<file path="src/rtl/serial_bus_master.sv">
// UART-driven bus initiator: decodes read/write command frames, performs the bus access, replies over UART.
// Optional trailing XOR checksum byte per frame is enabled with SERIAL_BUS_MASTER_CHECKSUM_EN.
module serial_bus_master #(
   parameter int TIMEOUT_CYCLES = 1200000,
   parameter int READ_LATENCY   = 1
) (
   input  logic        clk,
   input  logic        reset_i,
   input  logic [7:0]  rx_data_i,
   input  logic        rx_valid_i,
   output logic        rx_rd_o,
   output logic [7:0]  tx_data_o,
   output logic        tx_wr_o,
   input  logic        tx_busy_i,
   output logic        bus_req_o,
   output logic [31:0] addr_o,
   output logic        we_o,
   output logic [3:0]  wr_mask_o,
   output logic [31:0] data_out_o,
   input  logic [31:0] data_in_i,
   output logic        busy_o
);

   localparam int TW = $clog2(TIMEOUT_CYCLES);
   localparam logic [7:0] CMD_WR = 8'h57;
   localparam logic [7:0] CMD_RD = 8'h52;
   localparam logic [7:0] ACK    = 8'h06;
   localparam logic [7:0] NAK    = 8'h15;

   typedef enum logic [3:0] {
      IDLE, CMD_ADDR, CMD_DATA,
`ifdef SERIAL_BUS_MASTER_CHECKSUM_EN
      CMD_SUM,
`endif
      BUS_WR, BUS_RD, RD_WAIT, TX_BYTE, TX_WAIT
   } state_t;

   state_t          state_q, state_d;
   logic [1:0]      byte_cnt_q, byte_cnt_d;
   logic [31:0]     addr_q, addr_d;
   logic [31:0]     data_q, data_d;
   logic            is_wr_q, is_wr_d;
   logic            pre_q, pre_d;
   logic [1:0]      rd_cnt_q, rd_cnt_d;
   logic [2:0]      tx_left_q, tx_left_d;
   logic [7:0]      tx_data_q, tx_data_d;
   logic            tx_wr_q, tx_wr_d;
   logic            rx_skip_q, rx_skip_d;
   logic            tx_skip_q, tx_skip_d;
   logic [TW-1:0]   to_cnt_q, to_cnt_d;
`ifdef SERIAL_BUS_MASTER_CHECKSUM_EN
   logic [7:0]      sum_q, sum_d;
`endif
   logic            accept;
   logic            to_expired;
   state_t          frame_done;

   assign accept     = rx_valid_i && !rx_skip_q;
   assign to_expired = (to_cnt_q == TW'(TIMEOUT_CYCLES - 1));
`ifdef SERIAL_BUS_MASTER_CHECKSUM_EN
   assign frame_done = CMD_SUM;
`else
   assign frame_done = is_wr_q ? BUS_WR : BUS_RD;
`endif

   always_ff @(posedge clk or negedge reset_i) begin
      if (!reset_i) begin
         state_q    <= IDLE;
         byte_cnt_q <= '0;
         addr_q     <= '0;
         data_q     <= '0;
         is_wr_q    <= 1'b0;
         pre_q      <= 1'b0;
         rd_cnt_q   <= '0;
         tx_left_q  <= '0;
         tx_data_q  <= '0;
         tx_wr_q    <= 1'b0;
         rx_skip_q  <= 1'b0;
         tx_skip_q  <= 1'b0;
         to_cnt_q   <= '0;
`ifdef SERIAL_BUS_MASTER_CHECKSUM_EN
         sum_q      <= '0;
`endif
      end else begin
         state_q    <= state_d;
         byte_cnt_q <= byte_cnt_d;
         addr_q     <= addr_d;
         data_q     <= data_d;
         is_wr_q    <= is_wr_d;
         pre_q      <= pre_d;
         rd_cnt_q   <= rd_cnt_d;
         tx_left_q  <= tx_left_d;
         tx_data_q  <= tx_data_d;
         tx_wr_q    <= tx_wr_d;
         rx_skip_q  <= rx_skip_d;
         tx_skip_q  <= tx_skip_d;
         to_cnt_q   <= to_cnt_d;
`ifdef SERIAL_BUS_MASTER_CHECKSUM_EN
         sum_q      <= sum_d;
`endif
      end
   end

   always_comb begin
      state_d    = state_q;
      byte_cnt_d = byte_cnt_q;
      addr_d     = addr_q;
      data_d     = data_q;
      is_wr_d    = is_wr_q;
      pre_d      = pre_q;
      rd_cnt_d   = rd_cnt_q;
      tx_left_d  = tx_left_q;
      tx_data_d  = tx_data_q;
      tx_wr_d    = 1'b0;
      to_cnt_d   = to_cnt_q;
`ifdef SERIAL_BUS_MASTER_CHECKSUM_EN
      sum_d      = sum_q;
`endif
      rx_rd_o    = 1'b0;
      bus_req_o  = 1'b0;
      we_o       = 1'b0;
      wr_mask_o  = 4'h0;
      unique case (state_q)
         IDLE: begin
            if (accept) begin
               rx_rd_o    = 1'b1;
               byte_cnt_d = '0;
               to_cnt_d   = '0;
`ifdef SERIAL_BUS_MASTER_CHECKSUM_EN
               sum_d      = rx_data_i;
`endif
               if (rx_data_i == CMD_WR || rx_data_i == CMD_RD) begin
                  is_wr_d = (rx_data_i == CMD_WR);
                  state_d = CMD_ADDR;
               end else begin
                  data_d    = {NAK, 24'h0};
                  tx_left_d = 3'd1;
                  state_d   = TX_BYTE;
               end
            end
         end
         CMD_ADDR, CMD_DATA: begin
            if (accept) begin
               rx_rd_o    = 1'b1;
               to_cnt_d   = '0;
               byte_cnt_d = byte_cnt_q + 2'd1;
`ifdef SERIAL_BUS_MASTER_CHECKSUM_EN
               sum_d      = sum_q ^ rx_data_i;
`endif
               if (state_q == CMD_ADDR) addr_d = {addr_q[23:0], rx_data_i};
               else                     data_d = {data_q[23:0], rx_data_i};
               if (byte_cnt_q == 2'd3) begin
                  pre_d   = 1'b1;
                  state_d = (state_q == CMD_ADDR && is_wr_q) ? CMD_DATA : frame_done;
               end
            end else if (to_expired) begin
               state_d = IDLE;
            end else begin
               to_cnt_d = to_cnt_q + TW'(1);
            end
         end
`ifdef SERIAL_BUS_MASTER_CHECKSUM_EN
         CMD_SUM: begin
            if (accept) begin
               rx_rd_o = 1'b1;
               if (rx_data_i == sum_q) begin
                  state_d = is_wr_q ? BUS_WR : BUS_RD;
               end else begin
                  data_d    = {NAK, 24'h0};
                  tx_left_d = 3'd1;
                  state_d   = TX_BYTE;
               end
            end else if (to_expired) begin
               state_d = IDLE;
            end else begin
               to_cnt_d = to_cnt_q + TW'(1);
            end
         end
`endif
         // pre_q gives the CPU one cycle of bus_req_o before the access itself
         BUS_WR: begin
            bus_req_o = 1'b1;
            if (pre_q) begin
               pre_d = 1'b0;
            end else begin
               we_o      = 1'b1;
               wr_mask_o = 4'hF;
               data_d    = {ACK, 24'h0};
               tx_left_d = 3'd1;
               state_d   = TX_BYTE;
            end
         end
         BUS_RD: begin
            bus_req_o = 1'b1;
            if (pre_q) begin
               pre_d = 1'b0;
            end else begin
               rd_cnt_d = '0;
               state_d  = RD_WAIT;
            end
         end
         RD_WAIT: begin
            bus_req_o = 1'b1;
            if (rd_cnt_q == 2'(READ_LATENCY - 1)) begin
               data_d    = data_in_i;
               tx_left_d = 3'd4;
               state_d   = TX_BYTE;
            end else begin
               rd_cnt_d = rd_cnt_q + 2'd1;
            end
         end
         TX_BYTE: begin
            if (!tx_busy_i) begin
               tx_wr_d   = 1'b1;
               tx_data_d = data_q[31:24];
               data_d    = {data_q[23:0], 8'h00};
               tx_left_d = tx_left_q - 3'd1;
               state_d   = TX_WAIT;
            end
         end
         TX_WAIT: begin
            if (!tx_wr_q && !tx_skip_q && !tx_busy_i) begin
               state_d = (tx_left_q == 3'd0) ? IDLE : TX_BYTE;
            end
         end
         default: state_d = IDLE;
      endcase
      rx_skip_d = rx_rd_o;
      tx_skip_d = tx_wr_q;
   end

   assign addr_o     = bus_req_o ? {addr_q[31:2], 2'b00} : 32'h0;
   assign data_out_o = we_o ? data_q : 32'h0;
   assign tx_data_o  = tx_data_q;
   assign tx_wr_o    = tx_wr_q;
   assign busy_o     = (state_q != IDLE);

endmodule

</file>
<file path="config.mk">
export PLATFORM = sky130hd
export DESIGN_NAME = serial_bus_master
export DESIGN_NICKNAME = d
export VERILOG_FILES = /design/src/rtl/serial_bus_master.sv
export SDC_FILE = /design/constraint.sdc
export NUM_CORES = 1
export LEC_CHECK = 0
export CAP_MARGIN = 20
export CELL_PAD_IN_SITES_DETAIL_PLACEMENT = 1
export CELL_PAD_IN_SITES_GLOBAL_PLACEMENT = 1
export CORE_UTILIZATION = 39
export CTS_CLUSTER_DIAMETER = 40
export DETAILED_ROUTE_END_ITERATION = 8
export HOLD_SLACK_MARGIN = 0.02
export PLACE_DENSITY_LB_ADDON = 0.1
export SLEW_MARGIN = 20
export SYNTH_ARGS = -nofsm -noshare
export SYNTH_HDL_FRONTEND = slang
export SYNTH_SLANG_ARGS = --single-unit
export TNS_END_PERCENT = 5
</file>
<file path="constraint.sdc">
create_clock -name clk -period 2.33 [get_ports clk]
set_clock_uncertainty 0.2 [all_clocks]
set_input_delay 0.466 -clock clk [delete_from_list [all_inputs] [get_ports clk]]
set_output_delay 0.466 -clock clk [all_outputs]
set_load 0.01 [all_outputs]
</file>
# Word-level counts from Yosys, hierarchy flattened
# Cells that the tools add are included.
dict set report word_totals {
  regBits 109
  out_inout_bits 81
  word_cells 127
}
dict set report op_classes {
  add_sub_neg 4
  n_eq_ne 25
  muxes 52
  bitwise_logic 1
  reduce_logical 32
}
# cell count
set ops {}
lappend ops {{$mux 32} 9}
lappend ops {{$pmux 32 s5} 1}
lappend ops {{$mux 21} 3}
lappend ops {{$mux 4} 11}
lappend ops {{$pmux 21 s2} 1}
lappend ops {{$pmux 4 s7} 1}
lappend ops {{$mux 3} 9}
lappend ops {{$ne 2x2->1 const B} 11}
lappend ops {{$add 21x1->21 const B} 1}
lappend ops {{$eq 21x21->1 const B} 1}
lappend ops {{$reduce_and 3->1} 6}
lappend ops {{$eq 4x3->1 const B} 4}
lappend ops {{$eq 8x7->1 const B} 2}
lappend ops {{$reduce_and 8->1} 2}
lappend ops {{$pmux 3 s4} 1}
lappend ops {{$mux 1} 9}
lappend ops {{$ne 3x3->1 const B} 3}
lappend ops {{$eq 4x2->1 const B} 2}
lappend ops {{$mux 2} 4}
lappend ops {{$pmux 2 s2} 2}
lappend ops {{$reduce_bool 4->1} 2}
lappend ops {{$reduce_and 6->1} 1}
lappend ops {{$reduce_bool 2->1} 3}
lappend ops {{$reduce_or 3->1} 2}
lappend ops {{other kinds (15)} 23}

# Depth between registers and ports, before layout
# Gate-level depths: netlist (run 1).
dict set report logic_depth {
  ltp_word 6
  ltp_mapped 8
}

# Least setup slack after synthesis (run 1)
# OpenSTA, ideal clock, no wires.
dict set report synth_timing {
  path_kind {register to output}
  from {register state_q[2]}
  to {output port data_out_o[22]}
  arrival_ns 1.712
  required_ns 1.664
  path_slack_ns -0.048
  stages_incl_launch_ff 6
  path_buffers 3
  path_cell_list {dfrtp_1 -> buf_2 -> buf_2 -> nor3_1 -> clkbuf_1 -> and2_1}
}
dict set report synth_between {
  elab_chain_cells 3
}
# item line
set synth_rtl {}
lappend synth_rtl {{start: declaration} 38} ;# state_t state_q, state_d;
lappend synth_rtl {{start signal: assignment} 85} ;# state_q <= state_d;
lappend synth_rtl {{$eq 4x2->1} 123} ;# unique case (state_q)
lappend synth_rtl {{$mux 1} 123}
lappend synth_rtl {{net we_o} 17} ;# output logic we_o,
lappend synth_rtl {{$mux 32} 233} ;# assign data_out_o = we_o ? data_q : 32'h0;
lappend synth_rtl {{end: declaration} 19} ;# output logic [31:0] data_out_o,
# The timed path passes the listed nets, and every way through them passes these cells.

# Worst setup path after layout (run 1)
dict set report layout_timing {
  from {register state_q[2]}
  to {output port addr_o[7]}
}
dict set report layout_between {
  elab_chain_cells 4
  elab_cells_between_ends 6
}
# item line
set layout_rtl {}
lappend layout_rtl {{$eq 4x3->1 or $eq 4x2->1 (tied branches)} 123}
lappend layout_rtl {{$reduce_or 3->1 (no line) (*)} n/a}
lappend layout_rtl {{$mux 1 (*)} 123}
lappend layout_rtl {{$mux 32 (*)} 232} ;# assign addr_o = bus_req_o ? {addr_q[31:2], 2'b00} : 32'h0;
lappend layout_rtl {{end: declaration} 16} ;# output logic [31:0] addr_o,
# Every way passes the cells marked *; elsewhere a longest branch is shown, timed or not.

==> impl_metrics.yaml, run 1 <==
setup_path:
  reg2reg_from: "state_q[0]"
  slowest_delay_ns: 0.49
  critical_path_class: "reg -> out"
  crit_required_ns: 1.66
  critPathSlowestCell: "dfrtp_2"
  cp_max_fo: 8
  cp.arrival_ns: 1.72
  r2r-end: "data_q[24]"
  reg2reg_slack_ns: -0.01
  critical_path.startpoint_type: "flip-flop"
  crit_chain: "buf_6, o21ai_4, buf_12, buf_12, buf_6, and2_4, buf_6"
  critPathMostFrequentCell: "buf_6"
  end_kind: "output pin"
  reg2reg_depth: 7
synthesis:
  synth-seq-cells: 108
  ys.flop_type: "dfrtp_1"
  muxShareOfSynthArea_pct: 11.42
  synth-simple-area-share_pct: 19.09
  ys_seq_area_share_pct: 46.80
  synth_edf_count: 0
  synth-xor-area-share_pct: 0.7367
  ys_types: 61
  syn-mean-instance-area_um2: 10.04
  netlist_instances: 575
  synth-compound-area-share_pct: 16.27
  synth_top_family_by_area: "simple AND/OR/NAND/NOR gates"
  synth_fa_ha_area_share_pct: 1.083
  ys_warn_count: 0
  async_reset_ff_share_pct: 100.0
  synthesis.area_um2: 5774
place:
  dp.final_hpwl_um: 13010
  port_buffers: 122
  dp_cells: 904
  gp_congestion: 0.8210
route:
  drtIter0Drc: 220
  wirelength_um: 19060
  ant_nets: 0
  drc: 0
  drt-pass1-iter-count: 4
  routedWlPerCell_um: 20.34
  vias_per_cell: 5.586
  vias: 5234
clocking:
  cts_tree: "built"
  clkTransAtPathRegs_ns: 0.07
  clock_latency_ns: 0.35
  cts-root-buf: "clkbuf_16"
  clock_path_buffers: 2
  clock_sinks: 108
  cts_buffers: 9
  cts.htree.levels: 3
global_routing:
  grt_max_degree: 40
  grtUsageTotal_pct: 25.03
  overflow: 0
  grt_pass1_wl_um: 29030
  antenna_found_initial: 1
  grt_pass1_vias: 5422
finish:
  syn2layout_area_growth_pct: 40.19
  fin_cells: 937
  seqCellArea_um2: 2705
  nFillCells: 1612
  nNetsFinal: 796
  drive_gt1_share_pct: 35.11
  multi_input_area_um2: 3035
pwr:
  totalPowerFinal_mw: 9.813
  power.static_leakage_nw: 3.729
  p_per_area_nw_per_um2: 1212
  worst_ir_drop_vdd_mv: 0.6270
floorplan:
  start_util_pct: 39.88
  core_um2: 14480
  dieArea_um2: 15300
  num_rows: 44
  die_h_um: 123.7
  fp.dieW_um: 123.7
  io_pins: 125
run:
  maxCapViolations: 0
timing:
  whs_ns: 0.2387
  fmax_mhz: 418.7
  rsz0062_at_grt: "yes"
  period_share_pct: 102.5
  worstMarginPinSlew_ns: 0.5163
  finalSetupViolations: 26
  finalCriticalPeriod_ns: 2.388
  setup_slack_ns: -0.05838
  relSlewSlack_pct: 65.58
  hold_viol: 0
  drv_slew: 0
outcome:
  status: "finished with violations"
  violations: "negative setup slack"
worst_hold_path:
  holdCritPathClass: "reg -> reg"
  hp-start: "tx_wr_o"
  holdPathEnd: "tx_skip_q"
  whs_path_depth: 0
## routing by layer
metal  vias to the layer above  part of all wire, %  GRT usage (%)
met1                      2648                   43          32.21
met3                        37                  3.8          3.434
met2                       138                   50          42.12
met5                         -                    0              0
li1                       2411                    -              -
met4                         0                  2.9          10.47
## final cells by class
cell class | instances | area share, %
antenna | 1 | 0.03091
timing repair buffer | 203 | 21.59
tap | 184 | 2.844
sequential | 108 | 33.42
inverter | 14 | 0.6492
clock buffer | 12 | 3.292
multi-input combinational | 411 | 37.50
clock inverter | 4 | 0.6801
## report_power, final
group	switching [mW]	total, mW	internal (mW)	leakage, nW
clock	0.723	1.65	0.929	0.155
sequential	0.452	2.91	2.46	1.43
combinational	2.67	5.25	2.58	2.14
## cell usage after synthesis, drive strengths merged, types with 2 or more instances
library cell | n | area (µm²)
o31ai | 6 | 50.05
nand3 | 15 | 75.07
o311ai | 2 | 17.52
dfrtp | 108 | 2703
or2 | 4 | 25.02
mux2 | 53 | 619.4
nor3 | 8 | 40.04
a211oi | 4 | 30.03
a21oi | 17 | 92.59
ha | 5 | 62.56
nand4b | 2 | 17.52
nor4 | 8 | 50.05
a22o | 6 | 52.55
xnor2 | 4 | 42.55
clkbuf | 23 | 88.84
nand2 | 39 | 146.4
or3 | 6 | 37.54
inv | 14 | 52.55
and4 | 4 | 35.03
buf | 20 | 120.1
o211ai | 3 | 22.52
nor3b | 2 | 15.01
nand4 | 3 | 18.77
a31oi | 5 | 31.28
nor2b | 3 | 18.77
mux2i | 4 | 40.04
or4 | 7 | 52.55
o22ai | 3 | 18.77
a21o | 2 | 15.01
a22oi | 26 | 195.2
o21ai | 67 | 342.8
nor2 | 15 | 63.81
nor4bb | 2 | 20.02
and2 | 63 | 394.1
nand2b | 9 | 56.30
## repair_timing
action                                  CTS  global route
buffers inserted                          7             4
hold endpoints to repair                 25             0
pin swaps                                 4             5
cloned                                    4             3
hold buffers                              1             0
endpoints found under the setup margin   87            96
gates resized for setup                 237            81
## worst max-delay path: cells and delay by family, from the launching register on
| family | cells | cell delay, ns |
|---|---|---|
| buf+inv | 5 | 0.59 |
| simple gates | 1 | 0.13 |
| compound gates | 1 | 0.16 |
| flops | 1 | 0.49 |
## sequential cells by signal, indices dropped and copies added, names as in the netlist
register and flops:
rd_cnt_q 2, rx_skip_q 1, data_q 32, is_wr_q 1, state_q 3, to_cnt_q 21
pre_q 1, byte_cnt_q 2, tx_skip_q 1, addr_q 32, tx_left_q 3, tx_data_o 8
tx_wr_o 1
## logic make-up (layout without fill, tap and decap cells)
logic type / after synthesis / in the layout
other cells: 1 / 3
xor+xnor: 4 / 4
compound gates: 149 / 149
mux: 57 / 57
flops: 108 / 108
fa+ha+maj: 5 / 5
buf+inv: 57 / 233
simple gates: 194 / 194
## cell usage in the layout (no fill, tap or decap), drive strengths merged, types with 3 or more instances in the layout
master	count
o31ai	6
a211oi	4
ha	5
nor2b	3
nor4	8
inv	15
nand2b	9
nand3	15
o211ai	3
dlygate4sd2	5
a21oi	17
dlymetal6s2s	4
a22oi	26
a22o	6
clkbuf	41
clkdlybuf4s50	47
nand4	3
a31oi	5
or4	7
o22ai	3
mux2i	4
o21ai	67
xnor2	4
dfrtp	108
or2	4
nor2	15
buf	115
and4	4
nand2	39
and2	63
or3	6
mux2	53
nor3	8
## how the worst max path moves through the flow
stage                       from              to  slack, ns  depth (start not counted)
global placement      rx_valid_i         rx_rd_o      -0.39                          6
global route          state_q[2]       addr_o[7]      -0.12                          7
CTS                   state_q[2]      addr_o[14]      -0.07                          6
detailed placement  rx_data_i[6]      data_q[31]      -0.43                          8
floorplan             state_q[2]  data_out_o[22]       0.07                          5
finish                state_q[2]       addr_o[7]      -0.06                          7
## stage by stage
step	utilization [%]	TNS, ns	setup slack (ns)	area, µm²
floorplan	-	0	0.07227	5779
global placement	52.47	-15.60	-0.3946	7597
detailed placement	52.47	-18.54	-0.4313	7597
CTS	55.15	-1.271	-0.06555	7985
global route	55.91	-3.254	-0.1190	8095
finish	55.91	-0.5310	-0.05838	8095
(Power assumes the default switching activity.)
==> inputs of run 2 (changes only) <==
Settings changed: CTS_CLUSTER_SIZE set to 8.
==> results of run 2 <==
No change in the layout: final DEF, timing and power equal those of run 1.
==> inputs of run 3 (changes only) <==
Settings changed: CORE_MARGIN set to 2, RECOVER_POWER set to 100.
==> run 3 against run 2 <==
The flow still finishes with violations (negative setup slack). Total power shrank 1.8%. Maximum frequency shrank 0.30%. Sequential power is essentially flat. Highest routed layer unchanged. Critical path depth shrank 1. Sequential cell count is the same.
==> impl_metrics.yaml, run 3 (synthesis results as in run 1) <==
outcome:
  status: "finished with violations"
  violations: "negative setup slack"
timing:
  fmax_mhz: 417.4
  drv_slew: 0
  finalSetupViolations: 35
  period_share_pct: 102.8
  hold_viol: 0
  setup_slack_ns: -0.06554
  worstMarginPinSlew_ns: 1.042
  fin_tns_setup_ns: -1.245
  finalCriticalPeriod_ns: 2.396
  rsz0062_at_grt: "yes"
  relSlewSlack_pct: 30.50
place:
  port_buffers: 122
  dp.final_hpwl_um: 12630
  gp_congestion: 0.8316
  dp_cells: 896
setup_path:
  reg2reg_depth: 7
  critical_path_class: "reg -> out"
  crit_chain: "buf_6, nor3_4, buf_12, buf_12, and2_1, buf_6"
  cp_max_fo: 9
  reg2reg_from: "state_q[1]"
  reg2reg_slack_ns: 0.06
  end_kind: "output pin"
  cp_top_family: "buffers and inverters"
  crit_required_ns: 1.66
  crit_buf_inv: 4
  critical_path.startpoint_type: "flip-flop"
  critPathSlowestCell: "dfrtp_2"
  r2r-end: "data_q[31]"
  slowest_delay_ns: 0.45
  cp.arrival_ns: 1.73
floorplan:
  start_util_pct: 39.88
  fp.dieW_um: 125.7
  core_um2: 14480
  dieArea_um2: 15800
  io_pins: 125
  num_rows: 44
  die_h_um: 125.7
global_routing:
  grt_max_degree: 109
  grt_pass1_wl_um: 29050
  overflow: 0
  grtUsageTotal_pct: 22.92
  grt_pass1_vias: 5484
  antenna_found_initial: 0
worst_hold_path:
  holdPathEnd: "tx_skip_q"
  hp-start: "tx_wr_o"
  whs_path_depth: 0
  holdCritPathClass: "reg -> reg"
pwr:
  p_per_area_nw_per_um2: 1185
  power.static_leakage_nw: 3.694
  worst_ir_drop_vdd_mv: 0.5314
route:
  vias: 5168
  routedWlPerCell_um: 20.38
  drc: 0
  ant_nets: 0
  wirelength_um: 18890
  drt-pass1-iter-count: 5
  vias_per_cell: 5.575
  drtIter0Drc: 289
finish:
  largestRegisters: "addr_q: 32 flops, data_q: 32 flops, to_cnt_q: 21 flops"
  fin_cells: 927
  nNetsFinal: 787
  syn2layout_area_growth_pct: 40.80
  nFillCells: 1584
  final_cell_mix: "105 x dfrtp_1, 51 x buf_4, 50 x clkdlybuf4s50_1"
  antenna_cells: 0
  drive_gt1_share_pct: 36.88
  mostFrequentLayoutCell: "dfrtp_1"
clocking:
  clock_sinks: 108
  cts-root-buf: "clkbuf_16"
  cts_tree: "built"
  cts.htree.levels: 3
  clkTransAtPathRegs_ns: 0.07
  cts_buffers: 9
  clock_latency_ns: 0.35
  clock_path_buffers: 2
run:
  maxCapViolations: 0
run 3: cell types whose count changed in the layout (fill, tap and decap cells not counted), moves of 6 or more:
| cell | previous run | this run |
|---|---|---|
| and2_1 | 57 | 38 |
| and2_4 | 6 | 25 |
| buf_4 | 59 | 51 |
| buf_6 | 14 | 35 |
| clkbuf_2 | 26 | 4 |
| o21ai_0 | 54 | 48 |
| o21ai_1 | 5 | 14 |
run 3: what timing repair did:
item | CTS | global route
hold buffers | 1 | 0
pin swaps | 5 | 6
setup buffers | 4 | 6
hold endpoints to repair | 3 | 0
endpoints found under the setup margin | 79 | 123
gates cloned | 3 | 4
resized for setup | 281 | 105
run 3: worst reg2reg max path, delay by kind of cell, from the launching register on:
kind / cells / cell delay, ns
muxes: 1 / 0.35
AOI/OAI and AO/OA: 1 / 0.15
buffers and inverters: 2 / 0.33
and+or+nand+nor: 3 / 0.66
DFF: 1 / 0.45
run 3: worst max-delay path by stage:
stage | cells after the start | slack (ns) | to | from
floorplan | 5 | 0.07 | data_out_o[22] | state_q[2]
global placement | 5 | -0.35 | rx_rd_o | rx_valid_i
detailed placement | 8 | -0.37 | data_q[6] | rx_valid_i
CTS | 6 | -0.18 | addr_o[11] | state_q[2]
global route | 6 | -0.11 | data_out_o[8] | state_q[2]
finish | 6 | -0.07 | data_out_o[8] | state_q[2]
run 3: area by class of cell:
cell class              instances  area, µm²  area share, %
well taps                     184      230.2          2.832
flip-flops and latches        108       2706          33.29
multi-input cells             411       3025          37.21
clock buffers                  11      242.7          2.986
inverters                      14      52.55         0.6464
repair buffers                194       1812          22.28
clock inverters                 5      61.31         0.7541
run 3: per-layer routing:
layer	vias to the layer above	track usage [%]	wire, µm
met4	0	7.386	344
li1	2386	-	-
met2	126	38.66	9437
met5	-	0	0
met3	21	3.398	726
met1	2635	30.53	8383
run 3: report_power, final:
part	leakage, nW	total [mW]	internal [mW]	switching, mW
clock network	0.150	1.59	0.869	0.721
registers	1.43	2.91	2.46	0.451
logic	2.11	5.13	2.56	2.57
total	3.69	9.63	5.89	3.74
run 3: per-stage QoR:
step	setup WS, ns	power, mW	util (%)	hold slack [ns]	instance area [µm²]
after floorplan	0.07227	5.326	-	-0.02959	5779
after global placement	-0.3500	7.127	52.14	0.2149	7550
after detailed placement	-0.3710	7.345	52.14	0.2187	7550
after CTS	-0.1802	9.232	53.81	0.2365	7791
after global routing	-0.1083	10.20	56.15	0.2426	8130
final	-0.06554	9.633	56.15	0.2307	8130
